`src/rtl/lsu_mem_master.sv`:
```
// Load/store master for a word-only data memory: lane extract/extend on loads, RMW for SB/SH.
// Latency N+2 (load/SW), N+3 (SB/SH), N+1 (fault); no rsp back-pressure. Macro LSU_MISALIGN_TRAP_EN traps misalignment.
module lsu_mem_master #(
  parameter int ADDR_WIDTH = 32
) (
  input  logic                  clk,
  input  logic                  rst,
  input  logic                  req_valid,
  output logic                  req_ready,
  input  logic                  req_we,
  input  logic [1:0]            req_size,
  input  logic                  req_unsigned,
  input  logic [ADDR_WIDTH-1:0] req_addr,
  input  logic [31:0]           req_wdata,
  output logic                  rsp_valid,
  output logic [31:0]           rsp_rdata,
  output logic                  rsp_fault,
  output logic                  mem_we,
  output logic [ADDR_WIDTH-1:0] mem_a,
  output logic [31:0]           mem_wd,
  input  logic [31:0]           mem_rd
);

  localparam logic [1:0] SZ_B = 2'b00;
  localparam logic [1:0] SZ_H = 2'b01;
  localparam logic [1:0] SZ_W = 2'b10;

  typedef enum logic [1:0] {IDLE, ACCESS, WRITE, RESP} state_t;

  // Only the fields the later states need: lane bits and the sub-word store data.
  typedef struct packed {
    logic        we;
    logic [1:0]  size;
    logic        uns;
    logic [1:0]  lane;
    logic [15:0] wdata;
  } req_t;

  state_t      state;
  req_t        r;
  logic        illegal;
  logic [1:0]  acc_lane;
  logic [7:0]  byte_v;
  logic [15:0] half_v;
  logic [31:0] load_data;
  logic [31:0] merged;

  always_comb begin
    illegal  = (req_size == 2'b11);
    acc_lane = req_addr[1:0];
`ifdef LSU_MISALIGN_TRAP_EN
    if (req_size == SZ_H && req_addr[0])          illegal = 1'b1;
    if (req_size == SZ_W && req_addr[1:0] != 2'b00) illegal = 1'b1;
`else
    if (req_size == SZ_H) acc_lane[0] = 1'b0;
    if (req_size == SZ_W) acc_lane    = 2'b00;
`endif
  end

  always_comb begin
    byte_v    = mem_rd[{r.lane, 3'b000} +: 8];
    half_v    = r.lane[1] ? mem_rd[31:16] : mem_rd[15:0];
    load_data = mem_rd;
    merged    = mem_rd;
    case (r.size)
      SZ_B: begin
        load_data = r.uns ? {24'h0, byte_v} : {{24{byte_v[7]}}, byte_v};
        merged[{r.lane, 3'b000} +: 8] = r.wdata[7:0];
      end
      SZ_H: begin
        load_data = r.uns ? {16'h0, half_v} : {{16{half_v[15]}}, half_v};
        merged[{r.lane[1], 4'b0000} +: 16] = r.wdata;
      end
      default: ;
    endcase
  end

  // Decoded from state so the async reset removes the write strobe immediately.
  assign mem_we    = (state == WRITE) || (state == ACCESS && r.we && r.size == SZ_W);
  assign req_ready = (state == IDLE);

  always_ff @(posedge clk or posedge rst) begin
    if (rst) begin
      state     <= IDLE;
      r         <= '0;
      rsp_valid <= 1'b0;
      rsp_rdata <= '0;
      rsp_fault <= 1'b0;
      mem_a     <= '0;
      mem_wd    <= '0;
    end else begin
      rsp_valid <= 1'b0;
      case (state)
        IDLE: begin
          if (req_valid) begin
            r         <= '{we: req_we, size: req_size, uns: req_unsigned,
                           lane: acc_lane, wdata: req_wdata[15:0]};
            rsp_rdata <= '0;
            rsp_fault <= illegal;
            if (illegal) begin
              state     <= RESP;
              rsp_valid <= 1'b1;
            end else begin
              state <= ACCESS;
              mem_a <= {req_addr[ADDR_WIDTH-1:2], 2'b00};
              if (req_we && req_size == SZ_W) mem_wd <= req_wdata;
            end
          end
        end
        ACCESS: begin
          if (!r.we) begin
            rsp_rdata <= load_data;
            state     <= RESP;
            rsp_valid <= 1'b1;
          end else if (r.size == SZ_W) begin
            state     <= RESP;
            rsp_valid <= 1'b1;
          end else begin
            mem_wd <= merged;
            state  <= WRITE;
          end
        end
        WRITE: begin
          state     <= RESP;
          rsp_valid <= 1'b1;
        end
        default: state <= IDLE;
      endcase
    end
  end

endmodule

```
`config.mk`:
```
export PLATFORM = sky130hd
export DESIGN_NAME = lsu_mem_master
export DESIGN_NICKNAME = d
export VERILOG_FILES = /design/src/rtl/lsu_mem_master.sv
export SDC_FILE = /design/constraint.sdc
export NUM_CORES = 1
export LEC_CHECK = 0
export ABC_AREA = 0
export BUFFER_PORTS_ARGS = -buffer_cell sky130_fd_sc_hd__buf_2
export CORE_UTILIZATION = 51
export CTS_CLUSTER_SIZE = 40
export DETAILED_ROUTE_END_ITERATION = 12
export HOLD_SLACK_MARGIN = 0.03
export PLACE_DENSITY = 0.8
export SETUP_SLACK_MARGIN = 0.4
export SLEW_MARGIN = 20
export SYNTH_ARGS = -nofsm -noshare
export SYNTH_HDL_FRONTEND = slang
export SYNTH_SLANG_ARGS = --single-unit
```
`constraint.sdc`:
```
create_clock -name clk -period 5.05 [get_ports clk]
set_clock_uncertainty 0.1 [all_clocks]
set_input_delay 0.505 -clock clk [delete_from_list [all_inputs] [get_ports clk]]
set_output_delay 0.505 -clock clk [all_outputs]
set_load 0.01 [all_outputs]
```
-- Word-level counts from Yosys, hierarchy flattened
Cells that the tools add are included.
W data, S select, Z words.
- input bits: 103
- output and inout port bits: 100
- word-level logic and storage cells: 71
- register bits: 120
- shift-type cells: 5
- equal/unequal tests: 13
- add/sub/neg operators: 2
- bitwise operators: 1
- multiplexer cells: 28
- reductions and logical operators: 11
- operators with widths (kind ; count):
    $mux W32 ; 9
    $pmux W32 S2 ; 4
    $bwmux W32 ; 2
    $shift A16 B7 Y32 const A ; 1
    $shift A8 B7 Y32 const A ; 1
    $shiftx A16 B7 Y32 ; 1
    $shiftx A32 B6 Y8 ; 1
    $shiftx A8 B7 Y32 ; 1
    $mux W16 ; 1
    $neg A5 Y7 ; 2
    $ne A2 B2 Y1 const B ; 5
    $eq A2 B2 Y1 const B ; 4
    $mux W1 ; 7
    $eq A2 B1 Y1 const B ; 3
    $mux W2 ; 3
    $pmux W2 S3 ; 1
    $reduce_and A3 Y1 ; 2
    $reduce_and A6 Y1 ; 1
    $logic_not A2 Y1 ; 2
    $logic_and A1 B1 Y1 ; 3
    $pmux W1 S3 ; 1
    $ne A2 B1 Y1 const B ; 1
    $reduce_and A2 Y1 ; 1
    $reduce_bool A2 Y1 ; 1
    2 further kinds ; 2

-- Longest topological paths before layout
Gate-level depths: netlist (run 1).
- depth after elaboration: 7
- gate-level depth with buffers: 9
- mapped depth without buffers: 6

-- Worst setup path after synthesis (run 1)
OpenSTA, ideal clock, no wires.
- path type: register to register
- from: register r[17] (netlist bit)
- to: register mem_wd[10]
- period minus slack after synthesis: 2269 ps
- cell stages (with the launch flop): 10
- data required time: 4855 ps
- slack: 2781 ps
- arrival time: 2074 ps
- path buffers: 3
- library setup time: 95 ps
- path through: dfrtp_1 -> buf_4 -> inv_1 -> buf_2 -> ha_1 -> nor3b_1 -> and3_1 -> buf_1 -> a221oi_1 -> o31ai_1
- longest elaborated chain between the ends: 7
- elaborated cells on any way between the ends: 12
- classes of those cells: add/sub: 2; shift: 4; mux: 6
- ends and longest elaborated chain (element ; RTL line ; text):
    start: declaration ; 40 ; req_t r;
    start signal: assignment ; 96 ; r <= '{we: req_we, size: req_size, uns: req_unsigned,
    $neg A5 Y7, on equally long branches ; 72, 68 ;
    $shiftx A16 B7 Y32 (tied with other cells) ; 72 ; merged[{r.lane[1], 4'b0000} +: 16] = r.wdata;
    $bwmux W32, on equally long branches ; 72, 68 ;
    $pmux W32 S2 (*) ; 65 ; case (r.size)
    $mux W32 (*) ; 115 ; end else if (r.size == SZ_W) begin
    $mux W32 (*) ; 111 ; if (!r.we) begin
    $pmux W32 S2 (*) ; 93 ; case (state)
    end signal: assignment ; 106 ; if (req_we && req_size == SZ_W) mem_wd <= req_wdata;
    end signal: assignment ; 119 ; mem_wd <= merged;
    end: declaration ; 20 ; output logic [31:0] mem_wd,
Every way passes the cells marked *; elsewhere a longest branch is shown, timed or not. The select of a mux whose other input is x is not followed.
A chain may end at the register's enable or synchronous reset.

-- Worst setup path after layout (run 1)
- from: register r[17] (netlist bit)
- to: register mem_wd[0]
Same word-level chain as after synthesis.

==> results of run 1 <==
## area by class of cell
type,count,share of cell area (%)
multi-input combinational,378,36.8
clock buffer,23,6.00
timing repair buffer,205,13.3
clock inverter,9,2.18
tap,143,2.29
inverter,18,0.930
sequential,120,38.5
## layer usage
metal | global-route usage (%) | part of all wire (%) | up-vias
li1 | - | - | 2466
met1 | 37.3 | 39 | 2697
met2 | 49.9 | 49 | 314
met3 | 8.64 | 9.5 | 52
met4 | 12.3 | 2.8 | 4
met5 | 0 | 0.14 | -
## path summary, 6_finish.rpt
kind	startpoint	to	slack [ns]	depth (start not counted)
max reg2reg	r[17]$_DFFE_PP0P_	mem_wd[0]$_DFFE_PP0P_	1.80	6
min	rst	mem_a[2]$_DFFE_PP0P_	0.13	2
max	r[17]$_DFFE_PP0P_	mem_wd[0]$_DFFE_PP0P_	1.80	6
min reg2reg	rsp_rdata[13]$_DFFE_PP0P_	rsp_rdata[13]$_DFFE_PP0P_	0.38	2
max in group asynchronous	rst	mem_wd[6]$_DFFE_PP0P_	3.77	3
min in group clk	req_addr[1]	r[17]$_DFFE_PP0P_	0.21	2
## placed cells by master, fill, tap and decap left out, types with 19 or more instances in the layout
master    Yosys  layout
nor2_1       42      42
nand2_1      28      28
a221oi_1     24      24
dfrtp_1     120     120
o31ai_1      38      38
buf_2        11     200
mux2_2       53      53
a221o_1      19      19
o21ai_0      52      52
## state kept, by name, summed over array words and instances (netlist names)
signal	cells
state	2
mem_wd	32
mem_a	30
r	22
rsp_rdata	32
rsp_valid	1
rsp_fault	1
## through the flow
| step | cells | cell area (um^2) | worst slack (ns) | util [%] |
|---|---|---|---|---|
| 2_1_floorplan | 563 | 6190 | 1.26 | - |
| 3_3_place_gp | 864 | 7150 | 1.73 | 61.6 |
| 3_5_place_dp | 864 | 7150 | 1.55 | 61.6 |
| 4_1_cts | 896 | 7790 | 1.52 | 67.1 |
| 5_1_grt | 896 | 7800 | 1.59 | 67.2 |
| 6_report | 896 | 7800 | 1.80 | 67.2 |
## where the power goes
part           total (uW)  switching [uW]  internal, uW
clock network        1320             418           898
registers            1850             420          1430
logic                2370            1320          1050
## cell families after synthesis
group	Yosys count
AOI/OAI and AO/OA	187
adders and majority gates	9
buffers and inverters	65
DFF	120
muxes	69
other	1
and+or+nand+nor	111
## worst reg2reg max path: cells and delay by family, from the launching register on
kind,cells,cell delay (ns)
flops,1,0.89
simple gates,1,0.65
buf+inv,1,0.51
fa+ha+maj,1,0.46
compound gates,2,0.40
mux,1,0.17
==> results.py, run 1 <==
metrics = {
    "status": {
        "status": "finished, violations left",
        "failed_checks": "design-rule violations",
    },
    "yosys": {
        "ys_seq_area_share_pct": 48.5,
        "synthTopCellsByCount": "dfrtp_1 (120), mux2_2 (53), o21ai_0 (52)",
        "synth-edff-count": 0,
        "syn-cell-area_um2": 6190,
        "synthMuxAreaShare_pct": 13.7,
        "synth_top_family_by_area": "compound AO/OA/AOI/OAI gates",
        "yosys.area_share.simple_pct": 9.10,
        "yosys_warnings": 0,
        "netlist_instances": 562,
        "synth_area_leaders": "dfrtp_1 (49%), mux2_2 (9.6%), o31ai_1 (4.6%)",
        "synth_area_per_cell_um2": 11.0,
        "ys.flop_type": "dfrtp_1",
        "ys_async_sr_fraction_pct": 100,
        "ys_types": 48,
        "synth_top_area_share_pct": 48.5,
        "synth_compound_area_share_pct": 21.6,
        "yosys.area.top_type": "dfrtp_1",
        "synth_adder_area_share_pct": 1.82,
        "synth_most_common_cell": "dfrtp_1",
        "synth-xor-area-share_pct": 0,
        "synth_seq_cells": 120,
    },
    "clocking": {
        "cts.sinks": 120,
        "cts-buffers-inserted": 17,
        "clk_latency_ns": 0.42,
        "root_buffer": "clkbuf_16",
        "cts_post_setup_buffers_inserted": 0,
        "cts_max_level": 4,
        "cts_tree": "yes",
        "cts_buffer_depth": 2,
        "path_clk_slew_ns": 0.05,
        "cts_resized": 0,
        "cts_hold_buffers": 0,
    },
    "pwr": {
        "power_uw": 5540,
        "p_per_area_nw_per_um2": 709,
        "leakage_uw": 0.00374,
        "irDropWorstVdd_uv": 416,
    },
    "drt": {
        "vias": 5533,
        "initialDrtViolationCount": 625,
        "dr.pass1.iters": 10,
        "routed_wl_um": 18400,
        "viasPerCell": 6.18,
        "wl_per_cell_um": 20.5,
        "route.detailed.drc": 14,
        "drtAntennaViolNets": 0,
    },
    "sta": {
        "holdWs_ns": 0.132,
        "fmax_ghz": 0.308,
        "hold_viol": 0,
        "drv_slew": 0,
        "fin_crit_ns": 3.25,
        "fin_tns_setup_ns": 0,
        "tightest_slew_ns": 1.14,
        "rsz0062_at_grt": "false",
        "period_share_pct": 64.3,
        "slew_headroom_pct": 24.1,
        "setup_viol": 0,
    },
    "global_routing": {
        "antenna_found_initial": 2,
        "grt_pass1_vias": 5582,
        "grt_use_total_pct": 30.1,
        "grt_max_degree": 87,
        "grt_pass1_wl_um": 29100,
        "grt_overflow_total": 0,
    },
    "cells_and_area": {
        "diodes": 0,
        "drive_gt1_share_pct": 40.4,
        "fillers": 899,
        "multi_input_area_um2": 2870,
        "seq_area_um2": 3000,
        "nets": 852,
        "syn_to_final_growth_pct": 26.2,
    },
    "placement": {
        "io_buffers": 200,
        "gp_congestion": 0.873,
        "hpwl_um": 13200,
    },
    "floorplan": {
        "boundaryPins": 203,
        "core_um2": 11600,
        "die_y_um": 112,
        "die-area_um2": 12600,
        "die_x_um": 112,
        "fp-row-count": 39,
        "start_util_pct": 53.3,
    },
    "critical_path": {
        "max_stage_delay_ns": 0.89,
        "arrival_ns": 3.50,
        "crit_slowest_cell": "dfrtp_1",
        "critPathBufInv": 1,
        "start_kind": "register",
        "end_kind": "register",
        "crit_required_ns": 5.30,
        "path_class": "register to register",
        "cp_max_fo": 24,
        "cp_cell_sequence": "inv_1 > ha_1 > nor4b_2 > o211ai_1 > a31oi_1 > mux2_4",
        "cpLargestDelayFamily": "flip-flops",
    },
    "hold_path": {
        "min_path_type": "input pin to async pin",
    },
    "flow_run": {
        "cap_viol_max_count": 0,
    },
}
(Power assumes the default switching activity.)
==> run 2: changes to the inputs <==
- ABC_AREA: 0 -> 1
- CORE_UTILIZATION: 51 -> 48
- PLACE_DENSITY: 0.8 -> 0.78
- clock period: 5.05 -> 2.7 ns (I/O delays scaled with it)
==> run 2 against run 1 <==
Compared with the run above:
- non-clock buffer count grew 64
- setup slack lost 1.3 ns
- global-route usage grew 1.6 points
- total power grew 100%
- core utilization shrank 1.1 points
- largest power group unchanged
- the flow now finishes without violations
- critical path depth grew 3
- synthesized cell count grew 92%
- combinational power grew 140%
- largest cell class is now multi-input combinational cells
- count of clock-buffer cells in the layout shrank 6
- worst hold slack lost 0.082 ns
==> results.py, run 2 <==
metrics = {
    "floorplan": {
        "start_util_pct": 50.1,
        "boundaryPins": 203,
        "fp-row-count": 43,
        "die_y_um": 123,
        "die-area_um2": 15200,
        "core_um2": 14100,
        "die_x_um": 123,
    },
    "drt": {
        "routed_wl_um": 23500,
        "wl_per_cell_um": 15.6,
        "route.detailed.drc": 0,
        "dr.pass1.iters": 5,
        "drtAntennaViolNets": 0,
        "initialDrtViolationCount": 644,
        "viasPerCell": 5.21,
        "vias": 7846,
    },
    "yosys": {
        "yosys.area_share.simple_pct": 37.4,
        "synth_area_per_cell_um2": 6.55,
        "syn-cell-area_um2": 7070,
        "yosys.area.top_type": "dfrtp_1",
        "ys.flop_type": "dfrtp_1",
        "ys_seq_area_share_pct": 42.5,
        "netlist_instances": 1078,
        "yosys_warnings": 0,
        "synth_most_common_cell": "nand2_1",
        "synthTopCellsByCount": "nand2_1 (483), dfrtp_1 (120), nor2_1 (118)",
        "synth-edff-count": 0,
        "synth_top_area_share_pct": 42.5,
        "ys_types": 26,
        "synth_seq_cells": 120,
        "synth_compound_area_share_pct": 11.2,
        "synth-xor-area-share_pct": 0,
        "synth_top_family_by_area": "simple AND/OR/NAND/NOR gates",
        "synth_adder_area_share_pct": 1.59,
        "ys_async_sr_fraction_pct": 100,
        "synthMuxAreaShare_pct": 0,
        "synth_area_leaders": "dfrtp_1 (43%), nand2_1 (26%), nor2_1 (6.3%)",
    },
    "critical_path": {
        "crit_slowest_cell": "dfrtp_1",
        "regToRegSetupSlack_ns": 0.53,
        "cpLargestDelayFamily": "simple AND/OR/NAND/NOR gates",
        "crit_top_cell": "nand2_1",
        "critPathBufInv": 2,
        "path_class": "register to register",
        "crit_required_ns": 2.96,
        "start_kind": "register",
        "arrival_ns": 2.43,
        "end_kind": "register",
        "cp_cell_sequence": "inv_2 > ha_1 > inv_1 > nand2_1 > o21ai_0 > nand2_1 > nand3_1 > nand2_1 > nand2_1",
        "max_stage_delay_ns": 0.39,
        "cp_max_fo": 12,
    },
    "clocking": {
        "cts.sinks": 120,
        "clk_latency_ns": 0.42,
        "cts_post_setup_buffers_inserted": 0,
        "cts_max_level": 4,
        "cts_tree": "yes",
        "root_buffer": "clkbuf_16",
        "path_clk_slew_ns": 0.06,
        "cts-buffers-inserted": 17,
        "cts_buffer_depth": 2,
    },
    "cells_and_area": {
        "syn_to_final_growth_pct": 31.8,
        "drive_gt1_share_pct": 20.5,
        "diodes": 0,
        "fillers": 1277,
        "nets": 1426,
        "multi_input_area_um2": 3560,
        "final_common_cell": "nand2_1",
        "final_cell_mix": "nand2_1 (483), buf_2 (200), dfrtp_1 (120)",
        "top_regs": "mem_wd: 32 flops, rsp_rdata: 32 flops, mem_a: 30 flops",
        "seq_area_um2": 3000,
        "stdcell_count": 1507,
    },
    "sta": {
        "holdWs_ns": 0.0498,
        "slew_headroom_pct": 64.2,
        "fin_tns_setup_ns": 0,
        "drv_slew": 0,
        "tightest_slew_ns": 0.537,
        "setup_viol": 0,
        "period_share_pct": 80.4,
        "hold_viol": 0,
        "rsz0062_at_grt": "false",
        "fin_crit_ns": 2.17,
        "fmax_ghz": 0.461,
    },
    "placement": {
        "gp_congestion": 0.992,
        "dp_cells": 1424,
        "io_buffers": 200,
        "hpwl_um": 16600,
    },
    "flow_run": {
        "cap_viol_max_count": 0,
    },
    "hold_path": {
        "min_path_type": "input pin to register",
    },
    "status": {
        "status": "completed",
    },
    "pwr": {
        "p_per_area_nw_per_um2": 1190,
        "irDropWorstVdd_uv": 676,
        "leakage_uw": 0.00519,
        "power_uw": 11100,
    },
    "global_routing": {
        "grt_overflow_total": 0,
        "antenna_found_initial": 0,
        "grt_pass1_vias": 7305,
        "grt_max_degree": 65,
        "grt_use_total_pct": 31.7,
        "grt_pass1_wl_um": 36800,
    },
}
[run 2: through the flow]
| stage | setup WS, ns | instance area [um^2] | utilization, % |
|---|---|---|---|
| 6_report | 0.530 | 9310 | 66.1 |
| 5_1_grt | 0.419 | 9310 | 66.1 |
| 4_1_cts | 0.539 | 9300 | 66.0 |
| 3_5_place_dp | 0.549 | 8210 | 58.2 |
| 3_3_place_gp | 0.631 | 8210 | 58.2 |
| 2_1_floorplan | 0.521 | 7070 | - |
[run 2: report_power, final]
part           switching (uW)  internal (uW)
clock                     846           1360
sequential                611           2610
combinational            3800           1910
[run 2: repair_timing]
action	4_1_cts	5_1_grt
endpoints found under the setup margin	0	50
endpoints found under the hold margin	64	0
hold buffers	51	0
gates resized for setup	0	3
[run 2: cells by family (layout without fill, tap and decap cells)]
kind of cell / after synthesis / count (layout)
and+or+nand+nor: 671 / 671
AOI/OAI and AO/OA: 153 / 153
buffers and inverters: 124 / 372
DFF: 120 / 120
adders and majority gates: 9 / 9
other: 1 / 2
[run 2: final timing paths]
| path | startpoint | end | cells past startpoint |
|---|---|---|---|
| max | r[16]$_DFFE_PP0P_ | mem_wd[4]$_DFFE_PP0P_ | 9 |
| min | req_valid | state[0]$_DFFE_PP0P_ | 4 |
| max reg2reg | r[16]$_DFFE_PP0P_ | mem_wd[4]$_DFFE_PP0P_ | 9 |
| min reg2reg | mem_a[6]$_DFFE_PP0P_ | mem_a[6]$_DFFE_PP0P_ | 2 |
| max in group asynchronous | rst | rsp_rdata[16]$_DFFE_PP0P_ | 4 |
| min in group asynchronous | rst | mem_a[11]$_DFFE_PP0P_ | 3 |
[run 2: layout make-up]
| cell class | instances | share of cell area, % |
|---|---|---|
| Multi-Input combinational cell | 835 | 38.3 |
| Sequential cell | 120 | 32.2 |
| Timing Repair Buffer | 269 | 17.9 |
| Clock buffer | 17 | 4.57 |
| Inverter | 71 | 2.94 |
| Tap cell | 180 | 2.42 |
| Clock inverter | 15 | 1.67 |
[run 2: worst reg2reg max path, stage by stage, from the launching register on]
cell and delay [ns]:
dfrtp_1 0.39, inv_2 0.19, ha_1 0.39, inv_1 0.29
nand2_1 0.21, o21ai_0 0.23, nand2_1 0.08, nand3_1 0.10
nand2_1 0.07, nand2_1 0.06
[run 2: per-layer routing]
metal / track usage [%] / vias to the layer above / share of wire, %
met5: 0 / - / 0
met4: 11.4 / 0 / 3.0
met3: 6.87 / 50 / 9.0
met2: 49.9 / 403 / 46
met1: 42.8 / 3543 / 42
li1: - / 3850 / -
